<file path="src/rtl/mmio_peripheral.sv">
// Memory-mapped MEM-stage peripheral: reloading timer with interrupt, LED/switch/7-segment
// registers and an 8N1 UART transmitter/receiver, all decoded at 0x4000_00xx.
module mmio_peripheral #(
   parameter int BAUD_DIV = 5208
) (
   input  logic        clk,
   input  logic        reset,
   input  logic        rd,
   input  logic        wr,
   input  logic [31:0] addr,
   input  logic [31:0] wdata,
   output logic [31:0] rdata,
   input  logic        UART_RX,
   output logic        UART_TX,
   output logic [7:0]  led,
   input  logic [7:0]  switch,
   output logic [11:0] digi,
   output logic        irq,
   input  logic        kernel
);

   localparam logic [31:0] A_TH   = 32'h4000_0000;
   localparam logic [31:0] A_TL   = 32'h4000_0004;
   localparam logic [31:0] A_TCON = 32'h4000_0008;
   localparam logic [31:0] A_LED  = 32'h4000_000C;
   localparam logic [31:0] A_SW   = 32'h4000_0010;
   localparam logic [31:0] A_DIGI = 32'h4000_0014;
   localparam logic [31:0] A_TXD  = 32'h4000_0018;
   localparam logic [31:0] A_RXD  = 32'h4000_001C;
   localparam logic [31:0] A_UCON = 32'h4000_0020;

   localparam int               CNT_W     = $clog2(BAUD_DIV);
   localparam logic [CNT_W-1:0] BAUD_LAST = CNT_W'(BAUD_DIV - 1);
   localparam logic [CNT_W-1:0] HALF_LAST = CNT_W'(BAUD_DIV / 2 - 1);

   typedef enum logic [1:0] {S_IDLE, S_START, S_DATA, S_STOP} uart_state_e;

   logic [31:0] r_th, r_tl;
   logic [2:0]  r_tcon;
   logic [7:0]  r_led;
   logic [11:0] r_digi;

   logic w_wr_th, w_wr_tl, w_wr_tcon, w_wr_led, w_wr_digi, w_wr_txd;
   logic w_rd_rxd, w_rd_ucon, w_tl_wrap;

   assign w_wr_th   = wr && (addr == A_TH);
   assign w_wr_tl   = wr && (addr == A_TL);
   assign w_wr_tcon = wr && (addr == A_TCON);
   assign w_wr_led  = wr && (addr == A_LED);
   assign w_wr_digi = wr && (addr == A_DIGI);
   assign w_wr_txd  = wr && (addr == A_TXD);
   assign w_rd_rxd  = rd && (addr == A_RXD);
   assign w_rd_ucon = rd && (addr == A_UCON);
   assign w_tl_wrap = (r_tl == 32'hFFFF_FFFF);

   // NOTE: sequential state uses non-blocking assignments so every register samples pre-edge values.
   always_ff @(posedge clk or negedge reset) begin
      if (!reset) begin
         r_th   <= '0;
         r_tl   <= '0;
         r_tcon <= '0;
         r_led  <= '0;
         r_digi <= '0;
      end else begin
         if (w_wr_th) r_th <= wdata;
         // Bus writes take priority over the counting/reload hardware.
         if (w_wr_tl)        r_tl <= wdata;
         else if (r_tcon[0]) r_tl <= w_tl_wrap ? r_th : r_tl + 32'd1;
         if (w_wr_tcon)                   r_tcon    <= wdata[2:0];
         else if (r_tcon[0] && w_tl_wrap) r_tcon[2] <= r_tcon[2] | r_tcon[1];
         if (w_wr_led)  r_led  <= wdata[7:0];
         if (w_wr_digi) r_digi <= wdata[11:0];
      end
   end

   assign led  = r_led;
   assign digi = r_digi;
   assign irq  = r_tcon[1] & r_tcon[2] & ~kernel;

   // UART transmitter
   uart_state_e      r_tx_state, w_tx_state_nxt;
   logic [CNT_W-1:0] r_tx_cnt, w_tx_cnt_nxt;
   logic [2:0]       r_tx_bit, w_tx_bit_nxt;
   logic [7:0]       r_tx_data;
   logic             r_uart_tx, r_tx_done;
   logic             w_tx_load, w_tx_done_set, w_tx_line, w_tx_busy;

   // NOTE: every always_comb output gets a default first so no path can infer a latch.
   always_comb begin
      w_tx_state_nxt = r_tx_state;
      w_tx_cnt_nxt   = r_tx_cnt + 1'b1;
      w_tx_bit_nxt   = r_tx_bit;
      w_tx_load      = 1'b0;
      w_tx_done_set  = 1'b0;
      case (r_tx_state)
         S_IDLE: begin
            w_tx_cnt_nxt = '0;
            if (w_wr_txd) begin
               w_tx_state_nxt = S_START;
               w_tx_load      = 1'b1;
            end
         end
         S_START: if (r_tx_cnt == BAUD_LAST) begin
            w_tx_state_nxt = S_DATA;
            w_tx_cnt_nxt   = '0;
            w_tx_bit_nxt   = '0;
         end
         S_DATA: if (r_tx_cnt == BAUD_LAST) begin
            w_tx_cnt_nxt = '0;
            if (r_tx_bit == 3'd7) w_tx_state_nxt = S_STOP;
            else                  w_tx_bit_nxt   = r_tx_bit + 3'd1;
         end
         default: if (r_tx_cnt == BAUD_LAST) begin
            w_tx_state_nxt = S_IDLE;
            w_tx_cnt_nxt   = '0;
            w_tx_done_set  = 1'b1;
         end
      endcase
      // Line level follows the next state so the start bit appears the cycle after the TXD write.
      case (w_tx_state_nxt)
         S_START: w_tx_line = 1'b0;
         S_DATA:  w_tx_line = r_tx_data[w_tx_bit_nxt];
         default: w_tx_line = 1'b1;
      endcase
   end

   always_ff @(posedge clk or negedge reset) begin
      if (!reset) begin
         r_tx_state <= S_IDLE;
         r_tx_cnt   <= '0;
         r_tx_bit   <= '0;
         r_tx_data  <= '0;
         r_uart_tx  <= 1'b1;
         r_tx_done  <= 1'b0;
      end else begin
         r_tx_state <= w_tx_state_nxt;
         r_tx_cnt   <= w_tx_cnt_nxt;
         r_tx_bit   <= w_tx_bit_nxt;
         r_uart_tx  <= w_tx_line;
         if (w_tx_load) r_tx_data <= wdata[7:0];
         if (w_tx_done_set)  r_tx_done <= 1'b1;
         else if (w_rd_ucon) r_tx_done <= 1'b0;
      end
   end

   assign UART_TX   = r_uart_tx;
   assign w_tx_busy = (r_tx_state != S_IDLE);

   // UART receiver
   uart_state_e      r_rx_state, w_rx_state_nxt;
   logic [CNT_W-1:0] r_rx_cnt, w_rx_cnt_nxt;
   logic [2:0]       r_rx_bit, w_rx_bit_nxt;
   logic [7:0]       r_rx_shift, r_rxd;
   logic             r_rx_sync1, r_rx_sync2, r_rx_d, r_rx_valid;
   logic             w_rx_fall, w_rx_shift_en, w_rx_set;

   assign w_rx_fall = r_rx_d & ~r_rx_sync2;

   always_comb begin
      w_rx_state_nxt = r_rx_state;
      w_rx_cnt_nxt   = r_rx_cnt + 1'b1;
      w_rx_bit_nxt   = r_rx_bit;
      w_rx_shift_en  = 1'b0;
      w_rx_set       = 1'b0;
      case (r_rx_state)
         S_IDLE: begin
            w_rx_cnt_nxt = '0;
            if (w_rx_fall) w_rx_state_nxt = S_START;
         end
         S_START: if (r_rx_cnt == HALF_LAST) begin
            w_rx_state_nxt = r_rx_sync2 ? S_IDLE : S_DATA;
            w_rx_cnt_nxt   = '0;
            w_rx_bit_nxt   = '0;
         end
         S_DATA: if (r_rx_cnt == BAUD_LAST) begin
            w_rx_cnt_nxt  = '0;
            w_rx_shift_en = 1'b1;
            if (r_rx_bit == 3'd7) w_rx_state_nxt = S_STOP;
            else                  w_rx_bit_nxt   = r_rx_bit + 3'd1;
         end
         default: if (r_rx_cnt == BAUD_LAST) begin
            w_rx_state_nxt = S_IDLE;
            w_rx_cnt_nxt   = '0;
            w_rx_set       = r_rx_sync2;
         end
      endcase
   end

   always_ff @(posedge clk or negedge reset) begin
      if (!reset) begin
         r_rx_sync1 <= 1'b1;
         r_rx_sync2 <= 1'b1;
         r_rx_d     <= 1'b1;
         r_rx_state <= S_IDLE;
         r_rx_cnt   <= '0;
         r_rx_bit   <= '0;
         r_rx_shift <= '0;
         r_rxd      <= '0;
         r_rx_valid <= 1'b0;
      end else begin
         r_rx_sync1 <= UART_RX;
         r_rx_sync2 <= r_rx_sync1;
         r_rx_d     <= r_rx_sync2;
         r_rx_state <= w_rx_state_nxt;
         r_rx_cnt   <= w_rx_cnt_nxt;
         r_rx_bit   <= w_rx_bit_nxt;
         if (w_rx_shift_en) r_rx_shift <= {r_rx_sync2, r_rx_shift[7:1]};
         if (w_rx_set) r_rxd <= r_rx_shift;
         if (w_rx_set)      r_rx_valid <= 1'b1;
         else if (w_rd_rxd) r_rx_valid <= 1'b0;
      end
   end

   always_comb begin
      rdata = '0;
      if (rd) begin
         case (addr)
            A_TH:    rdata = r_th;
            A_TL:    rdata = r_tl;
            A_TCON:  rdata = {29'd0, r_tcon};
            A_LED:   rdata = {24'd0, r_led};
            A_SW:    rdata = {24'd0, switch};
            A_DIGI:  rdata = {20'd0, r_digi};
            A_TXD:   rdata = {24'd0, r_tx_data};
            A_RXD:   rdata = {24'd0, r_rxd};
            A_UCON:  rdata = {29'd0, w_tx_busy, r_rx_valid, r_tx_done};
            default: rdata = '0;
         endcase
      end
   end

endmodule

</file>
<file path="config.mk">
export PLATFORM = sky130hd
export DESIGN_NAME = mmio_peripheral
export DESIGN_NICKNAME = d
export VERILOG_FILES = /design/src/rtl/mmio_peripheral.sv
export SDC_FILE = /design/constraint.sdc
export NUM_CORES = 1
export LEC_CHECK = 0
export CAP_MARGIN = 15
export CORE_MARGIN = 2
export CORE_UTILIZATION = 30
export DETAILED_ROUTE_END_ITERATION = 10
export GPL_TIMING_DRIVEN = 0
export SLEW_MARGIN = 20
export SYNTH_ARGS = -nofsm -noshare
export SYNTH_HDL_FRONTEND = slang
export SYNTH_SLANG_ARGS = --single-unit
</file>
<file path="constraint.sdc">
create_clock -name clk -period 2.83 [get_ports clk]
set_clock_uncertainty 0.15 [all_clocks]
set_input_delay 0.283 -clock clk [delete_from_list [all_inputs] [get_ports clk]]
set_output_delay 0.283 -clock clk [all_outputs]
set_load 0.02 [all_outputs]
</file>
==> flow_metrics.env, run 1 <==
export IMPL_ys_warn_count=0
export IMPL_ios=132
export IMPL_cp_slowest_stage_delay_ps=550
export IMPL_antenna_found_initial=1
export IMPL_clockRootBuffer="clkbuf_16"
export IMPL_grt_ovfl_total=0
export IMPL_syn_to_final_growth_pct=38.0
export IMPL_grt_max_degree=92
export IMPL_timing_fmax_mhz=349
export IMPL_vias_per_cell=5.33
export IMPL_insertion_delay_ps=430
export IMPL_r2r_start="r_tl[0]"
export IMPL_clock_path_buffers=2
export IMPL_worst_slew_margin_rel=0.444
export IMPL_period_share=1.01
export IMPL_tightest_slew_ps=831
export IMPL_die_w_um=172
export IMPL_core_area_sq_um=27700
export IMPL_cp_slowest_cell="or4b_4"
export IMPL_cts_tree="built"
export IMPL_synthDistinctLibCells=68
export IMPL_mostFrequentLayoutCells="dfrtp_1, nor2_1, mux2_2"
export IMPL_vias=7532
export IMPL_cts_made_buffers=17
export IMPL_cp_top_family="simple AND/OR/NAND/NOR gates"
export IMPL_die_height_um=172
export IMPL_syn_avg_cell_area_sq_um=9.91
export IMPL_power_density_nw_per_um2=467
export IMPL_power_w=0.00542
export IMPL_cp_start_kind="primary input"
export IMPL_num_rows=61
export IMPL_hold_viol_final=0
export IMPL_synth_nets=940
export IMPL_h_tree_depth=4
export IMPL_synthArstFlopShare=1.00
export IMPL_drtIter0Drc=521
export IMPL_routed_wl_mm=26.2
export IMPL_timing_rr_end="r_tl[21]"
export IMPL_cp_cell_sequence="buf_6 -> or4b_4 -> nor4_4 -> buf_6 -> and4b_1 -> buf_6 -> buf_12 -> a222oi_1 -> a31oi_2 -> buf_4"
export IMPL_violations="negative setup slack"
export IMPL_finalSetupViolCount=6
export IMPL_hold_class="in2reg"
export IMPL_synthCells=850
export IMPL_cpMostUsedCell="buf_6"
export IMPL_r2r_setup_slack_ps=80
export IMPL_fin_nets=1113
export IMPL_r2r_cells=10
export IMPL_rsz0062_at_grt="yes"
export IMPL_min_to="r_rx_sync1"
export IMPL_maxCapViolations=0
export IMPL_drc_errors=0
export IMPL_critPathMaxFanout=8
export IMPL_vdd_drop_max_uv=371
export IMPL_grt_first_pass_wirelength_mm=40.4
export IMPL_final_util=0.420
export IMPL_path_class="in2out"
export IMPL_path_clk_slew_ps=60
export IMPL_track_usage=0.178
export IMPL_wl_per_cell_um=18.5
export IMPL_cts_sinks=153
export IMPL_fin_crit_ps=2860
export IMPL_layout_commonest_cell="dfrtp_1"
export IMPL_cp_buffers_inverters=5
export IMPL_dr_pass1_iters=9
export IMPL_p_leak_nw=4.89
export IMPL_grt_pass1_vias=7424
export IMPL_ant_nets=0
export IMPL_num_fill_cells=2662
export IMPL_critPathArrivalTime_ps=2430
export IMPL_status="finished, violations left"
export IMPL_synth_seq_cells=153
export IMPL_cp_end_kind="primary output"
export IMPL_dieArea_sq_um=29400
export IMPL_gp_congestion=0.843
export IMPL_required_ps=2400
export IMPL_yosysSeqAreaShare=0.455
export IMPL_synth_edff_count=0
export IMPL_worstHoldStart="UART_RX"
export IMPL_fin_ws_ps=-35.0
export IMPL_synth_ff_type="dfrtp_1"
export IMPL_hpwl_mm=18.4
export IMPL_worstHoldPathCells=1
export IMPL_slew_viol_final=0
export IMPL_netlist_area_sq_um=8420
export IMPL_portBuffers=130
export IMPL_diodes=0
export IMPL_initial_core_util=0.304
export IMPL_drive_gt1_frac=0.290
[synthesized netlist by cell type (8+ instances only)]
cell / count / share of area
dfrtp_1: 149 / 0.44
nor2_1: 102 / 0.045
mux2_2: 93 / 0.12
nand2_1: 91 / 0.041
a21oi_1: 47 / 0.028
nand3_1: 39 / 0.023
clkbuf_1: 26 / 0.012
a22oi_1: 21 / 0.019
o21ai_0: 18 / 0.011
xor2_1: 18 / 0.019
mux2i_1: 15 / 0.018
nor4_1: 14 / 0.010
a222oi_1: 12 / 0.014
buf_2: 12 / 0.0071
ha_1: 12 / 0.018
nor3_1: 12 / 0.0071
a22o_1: 11 / 0.011
nand4_1: 11 / 0.0082
a31oi_1: 10 / 0.0074
and3_1: 10 / 0.0074
inv_1: 9 / 0.0040
xnor2_1: 8 / 0.0083
[through the flow]
step / hold slack (ps) / setup WS, ps / cells / TNS, ps / cell area [sq um]
after global routing: 129 / -97.5 / 1414 / -963 / 11600
final: 126 / -35.0 / 1414 / -95.8 / 11600
after global placement: 196 / -5120 / 1358 / -864880 / 10200
after CTS: 107 / -62.7 / 1410 / -353 / 11300
after floorplan: -163 / 73.4 / 850 / 0 / 8420
after detailed placement: 115 / -1600 / 1359 / -98580 / 10200
[what timing repair did]
item / in CTS / in global routing
gates cloned: 4 / 2
gates resized for setup: 273 / 70
buffers inserted: 16 / 3
hold buffers: 1 / 0
pin swaps: 34 / 49
endpoints found under the setup margin: 110 / 64
hold endpoints to repair: 61 / 0
[cell type report]
type / instances / area [sq um] / area share
plain buffers: 44 / 338 / 0.0291
clock buffers: 19 / 443 / 0.0381
clock inverters: 13 / 240 / 0.0207
inverters: 10 / 37.5 / 0.00323
multi-input cells: 641 / 4710 / 0.405
flip-flops and latches: 153 / 3840 / 0.331
well taps: 378 / 473 / 0.0407
repair buffers: 156 / 1540 / 0.132
[logic make-up after synthesis]
| group | synth area share |
|---|---|
| AND/OR/NAND/NOR | 0.197 |
| AO/OA/AOI/OAI | 0.132 |
| flip-flops | 0.455 |
| multiplexers | 0.142 |
| buffers and inverters | 0.0288 |
| XOR/XNOR | 0.0270 |
| adder cells (fa/ha/maj) | 0.0178 |
[worst register-to-register path: cells and delay by family (launching register included)]
family / cells / cell delay, ps
and+or+nand+nor: 5 / 1320
DFF: 1 / 420
adders and majority gates: 1 / 180
buffers and inverters: 2 / 300
AOI/OAI and AO/OA: 2 / 280
[report_power, final]
part | switching (W) | internal (W) | total, W | leakage (nW)
clock | 0.000976 | 0.00169 | 0.00267 | 0.329
combinational | 0.000254 | 0.000225 | 0.000479 | 2.55
sequential | 0.0000363 | 0.00224 | 0.00228 | 2.01
total | 0.00127 | 0.00416 | 0.00542 | 4.89
[metal layers]
layer,GRT usage,vias up,share of wire
li1,-,3462,-
met1,0.245,3712,0.45
met2,0.272,307,0.44
met3,0.0334,49,0.075
met4,0.0789,2,0.029
met5,0,-,0.00034
[worst max path at each step]
stage                         from  slack [ps]  depth (start not counted)        end
final                     addr[31]         -30                         10   rdata[4]
after global routing      addr[31]        -100                         10   rdata[6]
after CTS                 addr[29]         -60                         10   rdata[2]
after detailed placement   addr[1]       -1600                         11  rdata[31]
after global placement       reset       -5120                          1   r_th[30]
after floorplan           addr[29]          70                          8  rdata[12]
[flip-flops by register name, summed over array words and instances (netlist names)]
| register | cells |
|---|---|
| r_tx_bit | 3 |
| r_rx_valid | 1 |
| r_rx_cnt | 13 |
| r_rx_sync2 | 1 |
| r_rxd | 8 |
| r_tl | 32 |
| r_rx_bit | 3 |
| r_tx_data | 8 |
| r_tcon | 3 |
| r_rx_state | 2 |
| r_tx_state | 2 |
| r_tx_cnt | 13 |
| UART_TX | 1 |
| r_tx_done | 1 |
| r_th | 32 |
| led | 8 |
| r_rx_shift | 8 |
| r_rx_sync1 | 1 |
| digi | 12 |
| r_rx_d | 1 |
Note: power is estimated with default switching activity, not from simulation.
==> run 2, diff against run 1 <==
CAP_MARGIN = unset   (was 15)
==> results of run 2 <==
Final layout, timing and power as in run 1 (identical DEF).
